[src/rtl/fir_accumulate.sv]
// rtl/fir_accumulate.sv - sums NUM_TAPS signed products into one saturated FIR output sample
module fir_accumulate #(
    parameter int DATA_SIZE = 32,
    parameter int NUM_TAPS  = 32
) (
    input  logic                        clock,
    input  logic                        reset,
    output logic                        in_rd_en,
    input  logic                        in_empty,
    input  logic signed [DATA_SIZE-1:0] din,
    output logic                        out_wr_en,
    input  logic                        out_full,
    output logic signed [DATA_SIZE-1:0] dout,
    output logic                        sat
);

    // The accumulator carries enough headroom that NUM_TAPS full-scale
    // products can never wrap; clamping happens only on the final sum.
    localparam int CNT_W    = $clog2(NUM_TAPS);
    localparam int ACC_SIZE = DATA_SIZE + CNT_W + 1;

    localparam logic [CNT_W-1:0] LAST_TAP = CNT_W'(NUM_TAPS - 1);

    localparam logic signed [ACC_SIZE-1:0] MAX_V =
        {{(ACC_SIZE - DATA_SIZE + 1){1'b0}}, {(DATA_SIZE - 1){1'b1}}};
    localparam logic signed [ACC_SIZE-1:0] MIN_V =
        {{(ACC_SIZE - DATA_SIZE + 1){1'b1}}, {(DATA_SIZE - 1){1'b0}}};

    typedef enum logic [1:0] {
        ST_ACCUM = 2'd0,
        ST_WRITE = 2'd1
    } state_t;

    state_t                       state_q, state_d;
    logic signed [ACC_SIZE-1:0]   acc_q, acc_d;
    logic        [CNT_W-1:0]      count_q, count_d;
    logic signed [DATA_SIZE-1:0]  result_q, result_d;
    logic                         sat_q, sat_d;

    logic signed [ACC_SIZE-1:0]   din_ext;
    logic signed [ACC_SIZE-1:0]   sum;
    logic signed [DATA_SIZE-1:0]  clamped;
    logic                         clipped;
    logic                         rd_req;
    logic                         wr_req;

    // Sign-extend the incoming product and form the running sum.
    always_comb begin
        din_ext = {{(ACC_SIZE - DATA_SIZE){din[DATA_SIZE-1]}}, din};
        sum     = acc_q + din_ext;
    end

    // Saturate the wide sum into the output sample range.
    always_comb begin
        clamped = sum[DATA_SIZE-1:0];
        clipped = 1'b0;
        if (sum > MAX_V) begin
            clamped = MAX_V[DATA_SIZE-1:0];
            clipped = 1'b1;
        end else if (sum < MIN_V) begin
            clamped = MIN_V[DATA_SIZE-1:0];
            clipped = 1'b1;
        end
    end

    // Next-state and FIFO handshake decode.
    always_comb begin
        state_d  = state_q;
        acc_d    = acc_q;
        count_d  = count_q;
        result_d = result_q;
        sat_d    = sat_q;
        rd_req   = 1'b0;
        wr_req   = 1'b0;
        case (state_q)
            ST_ACCUM: begin
                if (!in_empty) begin
                    rd_req = 1'b1;
                    if (count_q == LAST_TAP) begin
                        result_d = clamped;
                        sat_d    = clipped;
                        acc_d    = '0;
                        count_d  = '0;
                        state_d  = ST_WRITE;
                    end else begin
                        acc_d   = sum;
                        count_d = count_q + CNT_W'(1);
                    end
                end
            end
            ST_WRITE: begin
                // Products waiting in the input FIFO are left alone until
                // the finished sample has been pushed.
                if (!out_full) begin
                    wr_req  = 1'b1;
                    state_d = ST_ACCUM;
                end
            end
            default: begin
                acc_d   = '0;
                count_d = '0;
                state_d = ST_ACCUM;
            end
        endcase
    end

    // Handshakes are masked by reset so nothing is popped or pushed while it is held.
    always_comb begin
        in_rd_en  = reset & rd_req;
        out_wr_en = reset & wr_req;
        dout      = result_q;
        sat       = sat_q;
    end

    // State register with asynchronous clear.
    always_ff @(posedge clock or negedge reset) begin
        if (!reset) begin
            state_q  <= ST_ACCUM;
            acc_q    <= '0;
            count_q  <= '0;
            result_q <= '0;
            sat_q    <= 1'b0;
        end else begin
            state_q  <= state_d;
            acc_q    <= acc_d;
            count_q  <= count_d;
            result_q <= result_d;
            sat_q    <= sat_d;
        end
    end

endmodule

[config.mk]
export PLATFORM = sky130hd
export DESIGN_NAME = fir_accumulate
export DESIGN_NICKNAME = d
export VERILOG_FILES = /design/src/rtl/fir_accumulate.sv
export SDC_FILE = /design/constraint.sdc
export NUM_CORES = 1
export LEC_CHECK = 0
export ABC_AREA = 1
export CAP_MARGIN = 20
export CORE_ASPECT_RATIO = 1.2
export CORE_UTILIZATION = 30
export CTS_CLUSTER_SIZE = 28
export DETAILED_ROUTE_END_ITERATION = 7
export HOLD_SLACK_MARGIN = 0.15
export PLACE_DENSITY_LB_ADDON = 0.08
export RECOVER_POWER = 50
export SETUP_SLACK_MARGIN = 0.4
export SLEW_MARGIN = 20
export SYNTH_ARGS = -nofsm -noshare
export SYNTH_HDL_FRONTEND = slang
export SYNTH_SLANG_ARGS = --single-unit
[constraint.sdc]
create_clock -name clock -period 2.5 [get_ports clock]
set_clock_uncertainty 0.1 [all_clocks]
set_input_delay 0.25 -clock clock [delete_from_list [all_inputs] [get_ports clock]]
set_output_delay 0.25 -clock clock [all_outputs]
set_load 0.01 [all_outputs]
==> run_results.csv <==
group,metric,value,unit
run,maxCapViolations,0,
die,coreArea,0.01899,mm2
die,dieArea,0.02009,mm2
power,p_leak,4.769,nW
cells_and_area,syn_to_final_growth,71.37,%
setup_path,critical-path-max-stage-delay,430,ps
place,gp_congestion,0.9015,
logic_synthesis,ys_types,37,
die,start_util,0.3084,
die,dieWidth,129.6,um
sta,tightest_slew,1118,ps
sta,hold_violations,0,
clocking,htreeDepth,3,
setup_path,cp.arrival,2780,ps
die,core.rowCount,55,
cells_and_area,diodes,0,
logic_synthesis,synth_edf_count,0,
drt,routedWlPerCell,15.57,um
setup_path,crit_family,"simple AND/OR/NAND/NOR gates",
cells_and_area,drive_above_1_share,0.4495,
clocking,cts.path.max_buffers,2,
logic_synthesis,synth_common_cells,"259 x nand2_1, 85 x inv_1, 78 x nor2_1",
grt,overflow,0,
setup_path,start_kind,"flop",
die,die_h,155.1,um
grt,grtUsageTotal,0.2144,
setup_path,cp_max_fo,8,
sta,holdWs,285.0,ps
setup_path,crit_type,"flop to flop",
power,ir_worst_vdd,0.0006159,V
grt,first_global_vias,6378,
clocking,clock_sinks,77,
setup_path,path_buf_inv,3,
logic_synthesis,seq_area_frac_synth,0.3290,
cells_and_area,design_area,0.01004,mm2
logic_synthesis,avgSynthCellArea,7.065,um2
setup_path,cp_cell_sequence,"ha_4 > nand2_2 > buf_4 > nor4_4 > nand3_4 > nand3_2 > nand2_1 > nor2_1 > nand3_2 > a21oi_4 > buf_12 > buf_12 > a21oi_2",
logic_synthesis,yosys_most_used_dff,"dfrtp_1",
clocking,path_clk_slew,60,ps
run_status,status,"finished with violations",
place,place_inst,1283,
sta,min_period,2641,ps
sta,timing.final.crit_share,1.056,
drt,drt-vias-per-instance,4.585,
drt,drc,0,
logic_synthesis,ys_async_sr_fraction,1.000,
place,hpwl,14.82,mm
setup_path,cp.required,2640,ps
setup_path,slowest_stage,"nor4_4",
run_status,violations,"negative setup slack",
drt,drt_wl_total,20.95,mm
grt,grt_pass1_wl,32.97,mm
sta,final-setup-viol-count,34,
sta,slew_violations,0,
clocking,cts-root-buf,"clkbuf_16",
min_path,hold_class,"input pin to flop",
drt,postRouteAntennaNets,0,
logic_synthesis,syn_area,0.005857,mm2
logic_synthesis,synth_top_area_cell,"dfrtp_1",
sta,post-route-worst-setup-slack,-140.6,ps
sta,max-slew-margin-rel,0.2548,
cells_and_area,fillers,1851,
cells_and_area,nets,1161,
drt,first_pass_iters,4,
grt,grt_start_max_net_pins,78,
setup_path,cp-end-kind,"flop",
grt,antenna_found_initial,0,
place,dpl_cell_area,0.007914,mm2
clocking,cts_tree,"yes",
drt,via_count,6171,
sta,rsz0062_at_grt,"yes",
clocking,cts_inserted_buffers,9,
logic_synthesis,ys_ff_latch,77,
sta,max_freq,378.7,MHz
logic_synthesis,yosys.area.top_type_share,0.3290,
logic_synthesis,yosys-top-cells-area,"dfrtp_1 33%, nand2_1 17%, ha_1 8.3%",
cells_and_area,fin_util,0.5285,
clocking,clk_latency,350,ps
drt,drt_iter0_drc,214,
power,pwr_density_cell,1500,mW/mm2
die,ioPinCount,71,
logic_synthesis,synthCells,829,
logic_synthesis,ys_warn_count,0,
logic_synthesis,syn_nets,905,
place,port_buffers,70,
cells_and_area,fin_cells,1346,
logic_synthesis,yosys.cell_count.top_type,"nand2_1",
path summary, 6_finish.rpt:
kind | slack, ps | cells after the start | from | endpoint
worst max-delay path | -140 | 13 | acc_q[25] | dout[10]
max in group asynchronous | 620 | 3 | reset | dout[3]
worst max register to register | -140 | 13 | acc_q[25] | dout[10]
min in group asynchronous | 960 | 3 | reset | dout[20]
worst min register to register | 380 | 2 | count_q[4] | count_q[4]
worst min-delay path | 280 | 4 | din[0] | dout[0]
state kept, by name, indices dropped and copies added, names as in the netlist:
signal   cells
dout        32
count_q      5
sat          1
acc_q       38
state_q      1
power breakdown:
part	internal, W	switching [W]	leakage, nW	total (W)
registers	0.00187	0.000470	0.930	0.00234
clock network	0.000784	0.000594	0.143	0.00138
logic	0.00573	0.00561	3.70	0.0113
total	0.00838	0.00668	4.77	0.0151
worst reg2reg max path, cell delays in order, from the launching register on:
cell     delay [ps]
dfrtp_1         410
ha_4            300
nand2_2          80
buf_4           160
nor4_4          430
nand3_4         150
nand3_2          80
nand2_1          50
nor2_1          120
nand3_2         110
a21oi_4         160
buf_12          160
buf_12          150
a21oi_2          60
cells by family (layout without fill, tap and decap cells):
kind of cell	Yosys count	count (layout)	synth area share
AO/OA/AOI/OAI	125	125	0.1290
XOR/XNOR	31	31	0.04636
adder cells (fa/ha/maj)	40	40	0.08673
buffers and inverters	111	372	0.07926
flip-flops	77	77	0.3290
AND/OR/NAND/NOR	445	445	0.3296
final cells by class:
type / count / area, um2 / share of cell area
Clock inverter: 6 / 72.57 / 0.007230
Sequential cell: 77 / 1927 / 0.1920
Clock buffer: 10 / 229.0 / 0.02281
Timing Repair Buffer: 261 / 2386 / 0.2377
Tap cell: 256 / 320.3 / 0.03191
Inverter: 95 / 356.6 / 0.03553
Multi-Input combinational cell: 641 / 4746 / 0.4728
timing repair:
item | in CTS | in global routing
hold buffers | 1 | 0
gates resized for setup | 198 | 109
setup endpoints to repair | 52 | 58
pin swaps | 49 | 43
hold endpoints to repair | 77 | 0
setup buffers | 28 | 14
cloned | 2 | 2
layout by cell type, fill, tap and decap left out, types with 13 or more instances in the layout:
cell type,n
inv_1,75
buf_4,147
o21ai_0,14
o21ai_1,22
buf_6,33
nand3_1,34
nand2_1,193
inv_2,19
clkdlybuf4s50_1,61
dfrtp_1,77
ha_4,32
nand2_4,21
a21oi_2,50
nand3_2,19
nor2_1,63
nand2_2,83
nor2_2,13
through the flow:
stage                     total power [W]  TNS (ps)  setup slack (ps)
final                             0.01505     -3730            -140.6
after global routing              0.01619     -8806            -280.3
after CTS                         0.01392     -2838            -111.7
after detailed placement          0.01031    -27200            -796.0
after global placement            0.01028    -26900            -780.2
after floorplan                  0.006811         0             38.17
metal layers:
layer | vias to the layer above | global-route usage | routed length (um) | share of wire
li1 | 3152 | - | - | -
met1 | 2914 | 0.2582 | 9019 | 0.43
met2 | 83 | 0.3879 | 11030 | 0.53
met3 | 22 | 0.03576 | 554 | 0.026
met4 | 0 | 0.06091 | 352 | 0.017
met5 | - | 0 | 0 | 0
Power figures use the tool's default switching activity.
